`config.mk`:
```
export PLATFORM = sky130hd
export DESIGN_NAME = trap_sequencer_flat
export DESIGN_NICKNAME = d
export VERILOG_FILES = /design/src/rtl/trap_sequencer_if.sv /design/src/rtl/trap_sequencer.sv /design/src/flat_wrapper.sv
export SDC_FILE = /design/constraint.sdc
export NUM_CORES = 1
export LEC_CHECK = 0
export BUFFER_PORTS_ARGS = -buffer_cell sky130_fd_sc_hd__buf_2
export CAP_MARGIN = 20
export CORE_AREA = 2 2 160 162
export CTS_CLUSTER_SIZE = 8
export DETAILED_ROUTE_END_ITERATION = 12
export DIE_AREA = 0 0 162 164
export SLEW_MARGIN = 25
export SYNTH_ARGS = -nofsm -noshare
export SYNTH_HDL_FRONTEND = slang
export SYNTH_SLANG_ARGS = --single-unit
```
`constraint.sdc`:
```
create_clock -name clock -period 3.2 [get_ports clock]
set_clock_uncertainty 0.1 [all_clocks]
set_input_delay 0.64 -clock clock [delete_from_list [all_inputs] [get_ports clock]]
set_output_delay 0.64 -clock clock [all_outputs]
set_load 0.02 [all_outputs]
```
`src/rtl/trap_sequencer_if.sv`:
```
// Request/response bundle between control unit, CSR bank and trap sequencer.
// master = control/CSR side, slave = the sequencer.
interface trap_sequencer_if #(
  parameter int DATA_SIZE = 64
);
  logic                 illegal_instruction;
  logic                 ecall;
  logic                 mret;
  logic                 sret;
  logic                 interrupt_pending;
  logic [3:0]           interrupt_cause;
  logic [1:0]           privilege_mode;
  logic [DATA_SIZE-1:0] id_pc;
  logic                 mem_busy;
  logic [DATA_SIZE-1:0] trap_vector;
  logic [DATA_SIZE-1:0] xret_addr;

  logic                 stall_if;
  logic                 flush_id_ex;
  logic                 flush_all;
  logic                 csr_trap_wr;
  logic                 csr_xret;
  logic [DATA_SIZE-1:0] trap_epc;
  logic [DATA_SIZE-1:0] trap_cause;
  logic                 pc_redirect_en;
  logic [DATA_SIZE-1:0] pc_redirect_addr;
  logic                 drain_timeout;
  logic                 busy;

  modport master (
    output illegal_instruction, ecall, mret, sret,
    output interrupt_pending, interrupt_cause,
    output privilege_mode, id_pc, mem_busy,
    output trap_vector, xret_addr,
    input  stall_if, flush_id_ex, flush_all,
    input  csr_trap_wr, csr_xret,
    input  trap_epc, trap_cause,
    input  pc_redirect_en, pc_redirect_addr,
    input  drain_timeout, busy
  );

  modport slave (
    input  illegal_instruction, ecall, mret, sret,
    input  interrupt_pending, interrupt_cause,
    input  privilege_mode, id_pc, mem_busy,
    input  trap_vector, xret_addr,
    output stall_if, flush_id_ex, flush_all,
    output csr_trap_wr, csr_xret,
    output trap_epc, trap_cause,
    output pc_redirect_en, pc_redirect_addr,
    output drain_timeout, busy
  );
endinterface

```
`src/rtl/trap_sequencer.sv`:
```
// Trap / xRET sequencer: squash, drain, CSR commit, PC redirect.
// Stall/flush outputs are ORed with the hazard unit's.
module trap_sequencer #(
  parameter int DATA_SIZE     = 64,
  parameter int DRAIN_TIMEOUT = 16
) (
  input logic             clock,
  input logic             reset,
  trap_sequencer_if.slave bus
);
  localparam int CW = $clog2(DRAIN_TIMEOUT);
  localparam logic [CW-1:0] CNT_LAST = CW'(DRAIN_TIMEOUT - 1);

  typedef enum logic [1:0] {
    IDLE,
    DRAIN,
    COMMIT,
    REDIRECT
  } state_t;

  state_t               state;
  state_t               state_nx;
  logic [CW-1:0]        cnt;
  logic                 is_xret;
  logic                 is_irq;
  logic [3:0]           irq_code;
  logic [DATA_SIZE-1:0] epc_q;
  logic [DATA_SIZE-1:0] cause_q;
  logic [DATA_SIZE-1:0] target_q;

  logic                 event_req;
  logic                 xret_req;
  logic [DATA_SIZE-1:0] cause_nx;
  logic [DATA_SIZE-1:0] base;
  logic [DATA_SIZE-1:0] target_nx;

  assign event_req = !reset && (bus.interrupt_pending
                   | bus.illegal_instruction | bus.ecall
                   | bus.mret | bus.sret);

  assign xret_req = !bus.interrupt_pending
                 && !bus.illegal_instruction
                 && !bus.ecall;

  always_comb begin
    if (bus.interrupt_pending)
      cause_nx = {1'b1, {(DATA_SIZE-5){1'b0}},
                  bus.interrupt_cause};
    else if (bus.illegal_instruction)
      cause_nx = DATA_SIZE'(2);
    else if (bus.ecall)
      cause_nx = DATA_SIZE'(8)
               + DATA_SIZE'(bus.privilege_mode);
    else
      cause_nx = cause_q;
  end

  // Vectoring applies to interrupts only; exceptions use the base.
  always_comb begin
    base = {bus.trap_vector[DATA_SIZE-1:2], 2'b00};
    if (is_xret)
      target_nx = bus.xret_addr;
    else if (is_irq && bus.trap_vector[1:0] == 2'b01)
      target_nx = base + DATA_SIZE'({irq_code, 2'b00});
    else
      target_nx = base;
  end

  always_ff @(posedge clock) begin
    if (reset) state <= IDLE;
    else       state <= state_nx;
  end

  always_comb begin
    state_nx             = state;
    bus.stall_if         = 1'b0;
    bus.flush_id_ex      = 1'b0;
    bus.flush_all        = 1'b0;
    bus.csr_trap_wr      = 1'b0;
    bus.csr_xret         = 1'b0;
    bus.pc_redirect_en   = 1'b0;
    bus.pc_redirect_addr = '0;
    bus.drain_timeout    = 1'b0;
    bus.busy             = (state != IDLE);
    unique case (state)
      IDLE: begin
        if (event_req) begin
          bus.stall_if    = 1'b1;
          bus.flush_id_ex = 1'b1;
          state_nx        = DRAIN;
        end
      end
      DRAIN: begin
        bus.stall_if = 1'b1;
        if (!bus.mem_busy) begin
          state_nx = COMMIT;
        end else if (cnt == CNT_LAST) begin
          bus.drain_timeout = 1'b1;
          state_nx          = COMMIT;
        end
      end
      COMMIT: begin
        bus.stall_if    = 1'b1;
        bus.flush_all   = 1'b1;
        bus.csr_trap_wr = !is_xret;
        bus.csr_xret    = is_xret;
        state_nx        = REDIRECT;
      end
      REDIRECT: begin
        bus.pc_redirect_en   = 1'b1;
        bus.pc_redirect_addr = target_q;
        bus.flush_all        = 1'b1;
        state_nx             = IDLE;
      end
      default: state_nx = IDLE;
    endcase
  end

  always_ff @(posedge clock) begin
    if (reset) begin
      cnt      <= '0;
      is_xret  <= 1'b0;
      is_irq   <= 1'b0;
      irq_code <= '0;
      epc_q    <= '0;
      cause_q  <= '0;
      target_q <= '0;
    end else begin
      unique case (state)
        IDLE: begin
          if (event_req) begin
            cnt      <= '0;
            epc_q    <= bus.id_pc;
            cause_q  <= cause_nx;
            is_irq   <= bus.interrupt_pending;
            is_xret  <= xret_req;
            irq_code <= bus.interrupt_cause;
          end
        end
        DRAIN:    cnt <= cnt + 1'b1;
        COMMIT:   target_q <= target_nx;
        default:  ;
      endcase
    end
  end

  assign bus.trap_epc   = epc_q;
  assign bus.trap_cause = cause_q;

endmodule

```
`src/flat_wrapper.sv`:
```
// flat-port wrapper written by rule: the top's interface ports become plain ports
module trap_sequencer_flat 
#(
  parameter int DATA_SIZE     = 64,
  parameter int DRAIN_TIMEOUT = 16
)
  (clock, reset, bus_illegal_instruction, bus_ecall, bus_mret, bus_sret, bus_interrupt_pending, bus_interrupt_cause, bus_privilege_mode, bus_id_pc, bus_mem_busy, bus_trap_vector, bus_xret_addr, bus_stall_if, bus_flush_id_ex, bus_flush_all, bus_csr_trap_wr, bus_csr_xret, bus_trap_epc, bus_trap_cause, bus_pc_redirect_en, bus_pc_redirect_addr, bus_drain_timeout, bus_busy);
  trap_sequencer_if #(.DATA_SIZE(DATA_SIZE)) bus_i ();
  input logic clock;
  input logic reset;
  input wire logic [$bits(bus_i.illegal_instruction)-1:0] bus_illegal_instruction;
  input wire logic [$bits(bus_i.ecall)-1:0] bus_ecall;
  input wire logic [$bits(bus_i.mret)-1:0] bus_mret;
  input wire logic [$bits(bus_i.sret)-1:0] bus_sret;
  input wire logic [$bits(bus_i.interrupt_pending)-1:0] bus_interrupt_pending;
  input wire logic [$bits(bus_i.interrupt_cause)-1:0] bus_interrupt_cause;
  input wire logic [$bits(bus_i.privilege_mode)-1:0] bus_privilege_mode;
  input wire logic [$bits(bus_i.id_pc)-1:0] bus_id_pc;
  input wire logic [$bits(bus_i.mem_busy)-1:0] bus_mem_busy;
  input wire logic [$bits(bus_i.trap_vector)-1:0] bus_trap_vector;
  input wire logic [$bits(bus_i.xret_addr)-1:0] bus_xret_addr;
  output wire logic [$bits(bus_i.stall_if)-1:0] bus_stall_if;
  output wire logic [$bits(bus_i.flush_id_ex)-1:0] bus_flush_id_ex;
  output wire logic [$bits(bus_i.flush_all)-1:0] bus_flush_all;
  output wire logic [$bits(bus_i.csr_trap_wr)-1:0] bus_csr_trap_wr;
  output wire logic [$bits(bus_i.csr_xret)-1:0] bus_csr_xret;
  output wire logic [$bits(bus_i.trap_epc)-1:0] bus_trap_epc;
  output wire logic [$bits(bus_i.trap_cause)-1:0] bus_trap_cause;
  output wire logic [$bits(bus_i.pc_redirect_en)-1:0] bus_pc_redirect_en;
  output wire logic [$bits(bus_i.pc_redirect_addr)-1:0] bus_pc_redirect_addr;
  output wire logic [$bits(bus_i.drain_timeout)-1:0] bus_drain_timeout;
  output wire logic [$bits(bus_i.busy)-1:0] bus_busy;
  assign bus_i.illegal_instruction = bus_illegal_instruction;
  assign bus_i.ecall = bus_ecall;
  assign bus_i.mret = bus_mret;
  assign bus_i.sret = bus_sret;
  assign bus_i.interrupt_pending = bus_interrupt_pending;
  assign bus_i.interrupt_cause = bus_interrupt_cause;
  assign bus_i.privilege_mode = bus_privilege_mode;
  assign bus_i.id_pc = bus_id_pc;
  assign bus_i.mem_busy = bus_mem_busy;
  assign bus_i.trap_vector = bus_trap_vector;
  assign bus_i.xret_addr = bus_xret_addr;
  assign bus_stall_if = bus_i.stall_if;
  assign bus_flush_id_ex = bus_i.flush_id_ex;
  assign bus_flush_all = bus_i.flush_all;
  assign bus_csr_trap_wr = bus_i.csr_trap_wr;
  assign bus_csr_xret = bus_i.csr_xret;
  assign bus_trap_epc = bus_i.trap_epc;
  assign bus_trap_cause = bus_i.trap_cause;
  assign bus_pc_redirect_en = bus_i.pc_redirect_en;
  assign bus_pc_redirect_addr = bus_i.pc_redirect_addr;
  assign bus_drain_timeout = bus_i.drain_timeout;
  assign bus_busy = bus_i.busy;
  trap_sequencer #(.DATA_SIZE(DATA_SIZE), .DRAIN_TIMEOUT(DRAIN_TIMEOUT)) u_core (.clock(clock), .reset(reset), .bus(bus_i));
endmodule
```
# == Word-level counts from Yosys, hierarchy flattened ==
# Cells that the tools add are included.
# op_classes
addsub,3
n_eq_ne,7
mux,22
bitwise,4
reduce_logical,19
# ops
cell,count
two-way mux 64 bit,6
adder 64 x 6 -> 64 bit,1
two-way mux 1 bit,9
case mux 2 bit (4 select lines),1
case mux 4 bit (2 select lines),1
two-way mux 2 bit,3
AND reduction 2 bit,3
"adder 4 x 2 -> 5 bit, first input constant",1
zero test 1 bit,5
"adder 4 x 1 -> 4 bit, second input constant",1
"equality test 2 x 1 -> 1 bit, second input constant",2
"equality test 2 bit, second input constant",2
"equality test 4 bit, second input constant",1
logical AND 1 bit,4
two-way mux 4 bit,1
bitwise OR 1 bit,4
nonzero test 2 bit,2
OR reduction 2 bit,2
"!= test 3 x 2 -> 1 bit, second input constant",1
AND reduction 3 bit,1
nonzero test 3 bit,1
zero test 2 bit,1
"!= test 2 x 1 -> 1 bit, second input constant",1
case mux 1 bit (2 select lines),1
# totals
register_bits,204
inputBits,206
wordCells,63

# == Logic depth before layout (Yosys ltp) ==
# Gate-level depths: netlist (run 1).
# depth
word_depth,7
mapped_depth,9
mapped_depth_nobuf,8

# == Worst setup path after synthesis (run 1) ==
# Ideal clock, no wire load.
# synth_timing
kind,input -> output
from,in bus_interrupt_pending
to,out bus_stall_if
arrival_time_ns,2.419
t_required_ns,2.460
path_slack_ns,0.041
path_stages,9
path_cell_list,clkbuf_1 nor3_1 a21oi_1 and2_1 clkbuf_1 clkbuf_1 buf_2 nor2_1 nor2_1
# synth_between
elab_chain_cells,7
# synth_lines
item,line,rtl
"start, declared",flat_wrapper.sv:15,input wire logic [$bits(bus_i.interrupt_pending)-1:0] bus_interrupt_pending;
bitwise OR 1 bit (2 in a row),trap_sequencer.sv:38,| bus.illegal_instruction | bus.ecall
bitwise OR 1 bit (2 in a row),trap_sequencer.sv:39,| bus.mret | bus.sret);
logical AND 1 bit,trap_sequencer.sv:37,assign event_req = !reset && (bus.interrupt_pending
two-way mux 1 bit,trap_sequencer.sv:87,if (event_req) begin
case mux 1 bit (2 select lines),trap_sequencer.sv:85,unique case (state)
"end, declared",flat_wrapper.sv:22,output wire logic [$bits(bus_i.stall_if)-1:0] bus_stall_if;
# No other way between the ends.

# == Worst setup path after layout (run 1) ==
# layout_timing
from,reg u_core.state[0]
to,out bus_csr_trap_wr
# layout_between
elab_chain_cells,2
# layout_lines
item,line,rtl
"start, declared",trap_sequencer.sv:21,state_t state;
"start signal, assigned",trap_sequencer.sv:71,else state <= state_nx;
equality test 2 bit,trap_sequencer.sv:85,
two-way mux 1 bit,trap_sequencer.sv:85,
"end, declared",flat_wrapper.sv:25,output wire logic [$bits(bus_i.csr_trap_wr)-1:0] bus_csr_trap_wr;
# No other way between the ends.

==> flow_metrics.tcl, run 1 <==
set metrics [dict create \
    synth.cell_area_sq_um 7860 \
    tns_ns 0 \
    layoutNonFillerInstCount 1617 \
    drcViolationCount 0 \
    die_h_um 164 \
    worstSetupPathType "flop to output port" \
    die_x_um 162 \
    powerDensity_nw_per_um2 704.7 \
    hold_depth 3 \
    cts_sinks 145 \
    synth_cells 956 \
    io_pins 406 \
    pwr-share-comb_pct 36.3 \
    ys_ff_latch 145 \
    finalMaxSlewViolations 0 \
    dp_hpwl_um 18590 \
    syn_avg_cell_area_sq_um 8.222 \
    grt_pass1_vias 7347 \
    port_buffers 346 \
    final_util_pct 41.36 \
    holdPathEnd "u_core.bus.trap_epc[40]$_SDFFE_PP0P_" \
    synth_top_area_cell "dfxtp_1" \
    cts_resized 0 \
    areaGrowthSynthToFinish_pct 30.61 \
    setup_viol 0 \
    fillCellCount 2622 \
    initial_utilization_pct 31.67 \
    r2r-end "u_core.target_q[62]$_SDFFE_PP0P_" \
    drive_above_1_share_pct 32.19 \
    post-route-period-util_pct 91.67 \
    layout_setup_ws_ns 0.2667 \
    p_seq_share_pct 36.0 \
    htree_levels 4 \
    switching_power_uw 2923 \
    period_minus_slack_ns 2.933 \
    status "completed" \
    min_from "bus_id_pc[40]" \
    crit_arrival_ns 2.19 \
    tightest_slew_ns 0.8433 \
    cts_buffers 17 \
    cts_buffer_depth 2 \
    rsz0062_at_grt "no" \
    crit_path_cell_trace "inv_1, ha_1, buf_4, inv_2, nor2_1, buf_4, buf_2" \
    timing.reg2reg.setup_slack_ns 0.54 \
    viasPerCell 4.743 \
    cp-start-kind "flop" \
    place_area_sq_um 9678 \
    yosysWarningCount 0 \
    ir_worst_vdd_mv 0.5386 \
    critPathCaptureType "output port" \
    gr-total-overflow 0 \
    grt_start_max_net_pins 67 \
    fin_nets 1490 \
    rows 58 \
    fmax_mhz 340.9 \
    ctsHoldBuffers 0 \
    cp_max_fo 23 \
    cts_tree "yes" \
    synth_top_area_share_pct 36.93 \
    root_buffer "clkbuf_16" \
    async_reset_ff_share_pct 0 \
    yosysUniqueCellTypes 54 \
    detail_route.wl_per_cell_um 15.63 \
    vias 7670 \
    core_region_area_sq_um 24820 \
    r2r-start "u_core.is_irq$_SDFFE_PP0P_" \
    design_area_sq_um 10270 \
    leakage_uw 0.004672 \
    synth_edf_count 0 \
    antenna_found_initial 1 \
    drtIter0Drc 428 \
    grt_pass1_wl_um 38530 \
    grt_usage_pct 18.38 \
    required_ns 2.46 \
    ys_dominant_reg_cell "dfxtp_1" \
    routed_wl_um 25280 \
    cp_slowest_cell "dfxtp_1" \
    relSlewSlack_pct 43.60 \
    clock_power_share_pct 27.7 \
    slowest_delay_ns 0.40 \
    post_cts_buffers 0 \
    min_path_type "primary input to flop" \
    dieArea_sq_um 26570 \
    clk_latency_ns 0.42 \
    clk_pin_slew_ns 0.07 \
    critPathMostFrequentCell "buf_4" \
    maxCapViolCount 0 \
    ant_nets 0 \
    p_int_uw 4312 \
    gp_congestion 0.7750 \
    pre_cts_slack_ns 0.1140 \
    ys_top_cells_by_area "dfxtp_1 37%, and2_1 5.8%, nand2b_1 5.7%" \
    dr.pass1.iters 5 \
    ys_seq_area_share_pct 36.93 \
    finalHoldViolCount 0 \
    dp.cells 1584 \
    r2r_cells 6 \
    swShare_pct 40.40 \
]
cells by family (layout without fill, tap and decap cells):
kind of cell | count (synthesis) | count (layout) | synth area share, %
XOR/XNOR | 59 | 59 | 6.574
buffers and inverters | 133 | 405 | 9.551
AND/OR/NAND/NOR | 390 | 390 | 27.43
multiplexers | 9 | 9 | 1.146
flip-flops | 145 | 145 | 36.93
other | 1 | 60 | 0.04771
AO/OA/AOI/OAI | 208 | 208 | 16.48
adder cells (fa/ha/maj) | 11 | 11 | 1.847
sequential cells by signal, indices dropped and copies added (netlist names):
register and cells:
u_core.cnt 4, u_core.is_irq 1, u_core.bus.trap_epc 64, u_core.bus.trap_cause 5, u_core.target_q 64, u_core.irq_code 4, u_core.state 2, u_core.is_xret 1
critical path, delay by kind of cell, from the launching register on:
kind	cells	cell delay, ns
buffers and inverters	5	1.04
flip-flops	1	0.40
adder cells (fa/ha/maj)	1	0.22
AND/OR/NAND/NOR	1	0.10
placed cells by master, fill, tap and decap left out, types with 3 or more instances in the layout:
cell type,instances
nand4b_1,3
nor4_1,3
and3_1,11
nand3_1,28
nand4_1,21
clkinv_8,3
o21ai_0,80
a21oi_1,17
nor3_1,7
nand2b_1,71
conb_1,59
buf_4,18
and4_1,7
inv_8,4
a22oi_1,43
xor2_1,49
a211oi_1,6
a222oi_1,9
ha_1,9
clkbuf_16,17
inv_1,7
nor2_1,42
buf_2,345
nor2b_1,5
inv_6,7
o22ai_1,42
nand2_1,100
xnor2_1,10
dfxtp_1,145
and2_1,71
mux2i_1,9
metal layers:
| layer | vias to the layer above | global-route usage [%] | share of wire [%] |
|---|---|---|---|
| met5 | - | 0 | 0 |
| met4 | 0 | 5.229 | 1.1 |
| met3 | 13 | 5.758 | 8.9 |
| met2 | 305 | 32.30 | 49 |
| met1 | 3512 | 21.55 | 41 |
| li1 | 3840 | - | - |
power by group through the flow:
stage          registers (uW)  logic (uW)  clock network [uW]
2_1_floorplan            2980        1410                   0
3_3_place_gp             2630        2630                   0
3_5_place_dp             2640        2660                   0
4_1_cts                  2610        2660                2070
5_1_grt                  2680        2920                2150
6_report                 2600        2630                2000
synth_stat cells (all sizes together), types with 11 or more instances:
| master | n |
|---|---|
| nor3 | 11 |
| o21ai | 80 |
| xor2 | 49 |
| and3 | 11 |
| nand2b | 71 |
| nand2 | 100 |
| nor2 | 42 |
| clkbuf | 55 |
| buf | 70 |
| nand4 | 21 |
| nand3 | 30 |
| dfxtp | 145 |
| a22oi | 43 |
| and2 | 73 |
| o22ai | 42 |
| a21oi | 17 |
area by class of cell:
class / count / area [sq um] / area share [%]
clock buffer: 17 / 425.4 / 4.144
antenna: 1 / 2.502 / 0.02438
clock inverter: 15 / 160.2 / 1.560
tap: 330 / 412.9 / 4.022
timing repair buffer: 365 / 1902 / 18.53
inverter: 8 / 30.03 / 0.2925
multi-input combinational: 736 / 4431 / 43.16
sequential: 145 / 2903 / 28.28
worst max-delay path by stage:
| stage | startpoint | end | slack (ns) | cells past startpoint |
|---|---|---|---|---|
| after floorplan | bus_interrupt_pending | bus_stall_if | 0.04 | 9 |
| after CTS | u_core.state[0]$_SDFFE_PP0P_ | bus_csr_trap_wr | 0.26 | 7 |
| after global placement | bus_trap_vector[2] | u_core.target_q[56]$_SDFFE_PP0P_ | 0.15 | 9 |
| final | u_core.state[0]$_SDFFE_PP0P_ | bus_csr_trap_wr | 0.27 | 7 |
| after detailed placement | bus_trap_vector[2] | u_core.target_q[62]$_SDFFE_PP0P_ | 0.11 | 9 |
| after global routing | u_core.state[0]$_SDFFE_PP0P_ | bus_csr_trap_wr | 0.11 | 7 |
through the flow:
step	hold WS, ns	total power (uW)
CTS	0.2771	7342
global route	0.2897	7746
floorplan	0.3404	4391
global placement	0.3450	5257
detailed placement	0.3541	5295
finish	0.3001	7235
(Power assumes the default switching activity.)
==> inputs of run 2 (changes only) <==
- BUFFER_PORTS_ARGS: -buffer_cell sky130_fd_sc_hd__buf_2 -> unset
- CORE_AREA: 2 2 160 162 -> 2 2 156 158
- DIE_AREA: 0 0 162 164 -> 0 0 158 160
- DONT_BUFFER_PORTS: unset -> 1
==> flow_metrics.tcl, run 2 (synthesis results as in run 1) <==
set metrics [dict create \
    powerDensity_nw_per_um2 798.2 \
    min_path_type "primary input to flop" \
    dieArea_sq_um 25280 \
    r2r-start "u_core.irq_code[0]$_SDFFE_PP0P_" \
    cts_buffers 17 \
    io_pins 406 \
    antenna_found_initial 1 \
    vias 6463 \
    tightest_slew_ns 0.7509 \
    crit_buf_inv 1 \
    r2r_cells 9 \
    required_ns 2.46 \
    critical-path-top-delay-family "adder cells" \
    relSlewSlack_pct 49.78 \
    period_minus_slack_ns 2.769 \
    slowest_delay_ns 0.48 \
    critPathLaunch "u_core.state[0]$_SDFFE_PP0P_" \
    switching_power_uw 2683 \
    finalMaxSlewViolations 0 \
    pre_cts_slack_ns 0.3232 \
    layout_setup_ws_ns 0.4314 \
    die_h_um 160 \
    detail_route.wl_per_cell_um 18.30 \
    grt_start_max_net_pins 149 \
    fin_nets 1142 \
    cts_sinks 145 \
    cts_buffer_depth 2 \
    pwr-share-comb_pct 24.2 \
    rows 57 \
    final_common_cell "dfxtp_1" \
    cp_max_fo 34 \
    cts_resized 0 \
    clock_power_share_pct 30.6 \
    p_int_uw 4110 \
    cp-start-kind "flop" \
    areaGrowthSynthToFinish_pct 8.262 \
    port_buffers 0 \
    crit_path_cell_trace "ha_2, buf_4, and2_1" \
    ant_nets 0 \
    routed_wl_um 23090 \
    diodes 0 \
    r2r-end "u_core.target_q[60]$_SDFFE_PP0P_" \
    fillCellCount 2512 \
    crit_end "bus_pc_redirect_addr[42]" \
    grt_pass1_wl_um 33890 \
    cp_slowest_cell "ha_2" \
    ir_worst_vdd_mv 0.4183 \
    die_x_um 158 \
    tns_ns 0 \
    drtIter0Drc 406 \
    cts_tree "yes" \
    fmax_mhz 361.2 \
    layout_common_cells "145 x dfxtp_1, 100 x nand2_1, 80 x o21ai_0" \
    clk_latency_ns 0.41 \
    critPathCaptureType "output port" \
    setup_viol 0 \
    worstSetupPathType "flop to output port" \
    post_cts_buffers 0 \
    timing.reg2reg.setup_slack_ns 0.65 \
    dr.pass1.iters 5 \
    path_depth 3 \
    root_buffer "clkbuf_16" \
    ctsHoldBuffers 0 \
    gr-total-overflow 0 \
    clk_pin_slew_ns 0.07 \
    swShare_pct 39.49 \
    viasPerCell 5.121 \
    gp_congestion 0.7768 \
    post-route-period-util_pct 86.52 \
    initial_utilization_pct 33.00 \
    drive_above_1_share_pct 6.930 \
    grt_pass1_vias 6163 \
    dp_hpwl_um 16980 \
    core_region_area_sq_um 23820 \
    p_seq_share_pct 45.2 \
    rsz0062_at_grt "no" \
    drcViolationCount 0 \
    crit_arrival_ns 2.03 \
    maxCapViolCount 0 \
    leakage_uw 0.003112 \
    grt_usage_pct 17.34 \
    finalHoldViolCount 0 \
    status "completed" \
    htree_levels 4 \
]
==> run 2: power by group through the flow <==
stage / registers, uW / logic (uW) / clock network (uW)
6_report: 3070 / 1650 / 2080
5_1_grt: 3140 / 1880 / 2220
4_1_cts: 3080 / 1670 / 2150
3_5_place_dp: 3110 / 1670 / 0
3_3_place_gp: 3110 / 1630 / 0
2_1_floorplan: 2980 / 1410 / 0
==> run 2: per-layer routing <==
metal / wire, um / GRT usage [%] / vias to the layer above
met1: 8845 / 19.32 / 2982
li1: - / - / 3141
met2: 11320 / 30.06 / 311
met5: 13 / 0 / -
met3: 2483 / 6.431 / 27
met4: 430 / 6.224 / 2
==> run 2: worst reg2reg max path, cell delays in order, from the launching register on <==
cell and delay (ns):
dfxtp_1 0.32, ha_1 0.22, fa_1 0.43, nand3_1 0.23, and2_1 0.38, nor3_4 0.08
buf_4 0.22, nand3_2 0.11, xor2_1 0.24, o22ai_1 0.11
==> run 2: worst min-delay path by stage <==
stage / from / endpoint / slack [ns] / cells after the start
6_report: reset / u_core.target_q[2]$_SDFFE_PP0P_ / 0.22 / 1
5_1_grt: reset / u_core.target_q[2]$_SDFFE_PP0P_ / 0.18 / 1
4_1_cts: reset / u_core.bus.trap_cause[2]$_SDFFE_PP0P_ / 0.17 / 1
3_5_place_dp: u_core.target_q[5]$_SDFFE_PP0P_ / u_core.target_q[5]$_SDFFE_PP0P_ / 0.35 / 2
3_3_place_gp: u_core.target_q[5]$_SDFFE_PP0P_ / u_core.target_q[5]$_SDFFE_PP0P_ / 0.34 / 2
2_1_floorplan: u_core.target_q[10]$_SDFFE_PP0P_ / u_core.target_q[10]$_SDFFE_PP0P_ / 0.34 / 2
==> run 2: stage by stage <==
step                hold slack, ns  util (%)  cell area, sq um  instances  total power, uW
finish                      0.2165     35.72              8509       1262             6793
CTS                         0.1668     35.72              8509       1262             6895
detailed placement          0.3526     33.20              7909       1230             4781
global route                0.1836     35.72              8509       1262             7238
floorplan                   0.3404         -              8078       1014             4391
global placement            0.3446     33.20              7909       1230             4737
==> run 2: cell type report <==
| class | instances | area (sq um) | area share, % |
|---|---|---|---|
| clock inverter | 14 | 171.4 | 2.014 |
| inverter | 8 | 30.03 | 0.3529 |
| sequential | 145 | 2903 | 34.11 |
| timing repair buffer | 17 | 140.1 | 1.647 |
| clock buffer | 18 | 429.2 | 5.043 |
| multi-input combinational | 736 | 4431 | 52.07 |
| tap | 324 | 405.4 | 4.764 |
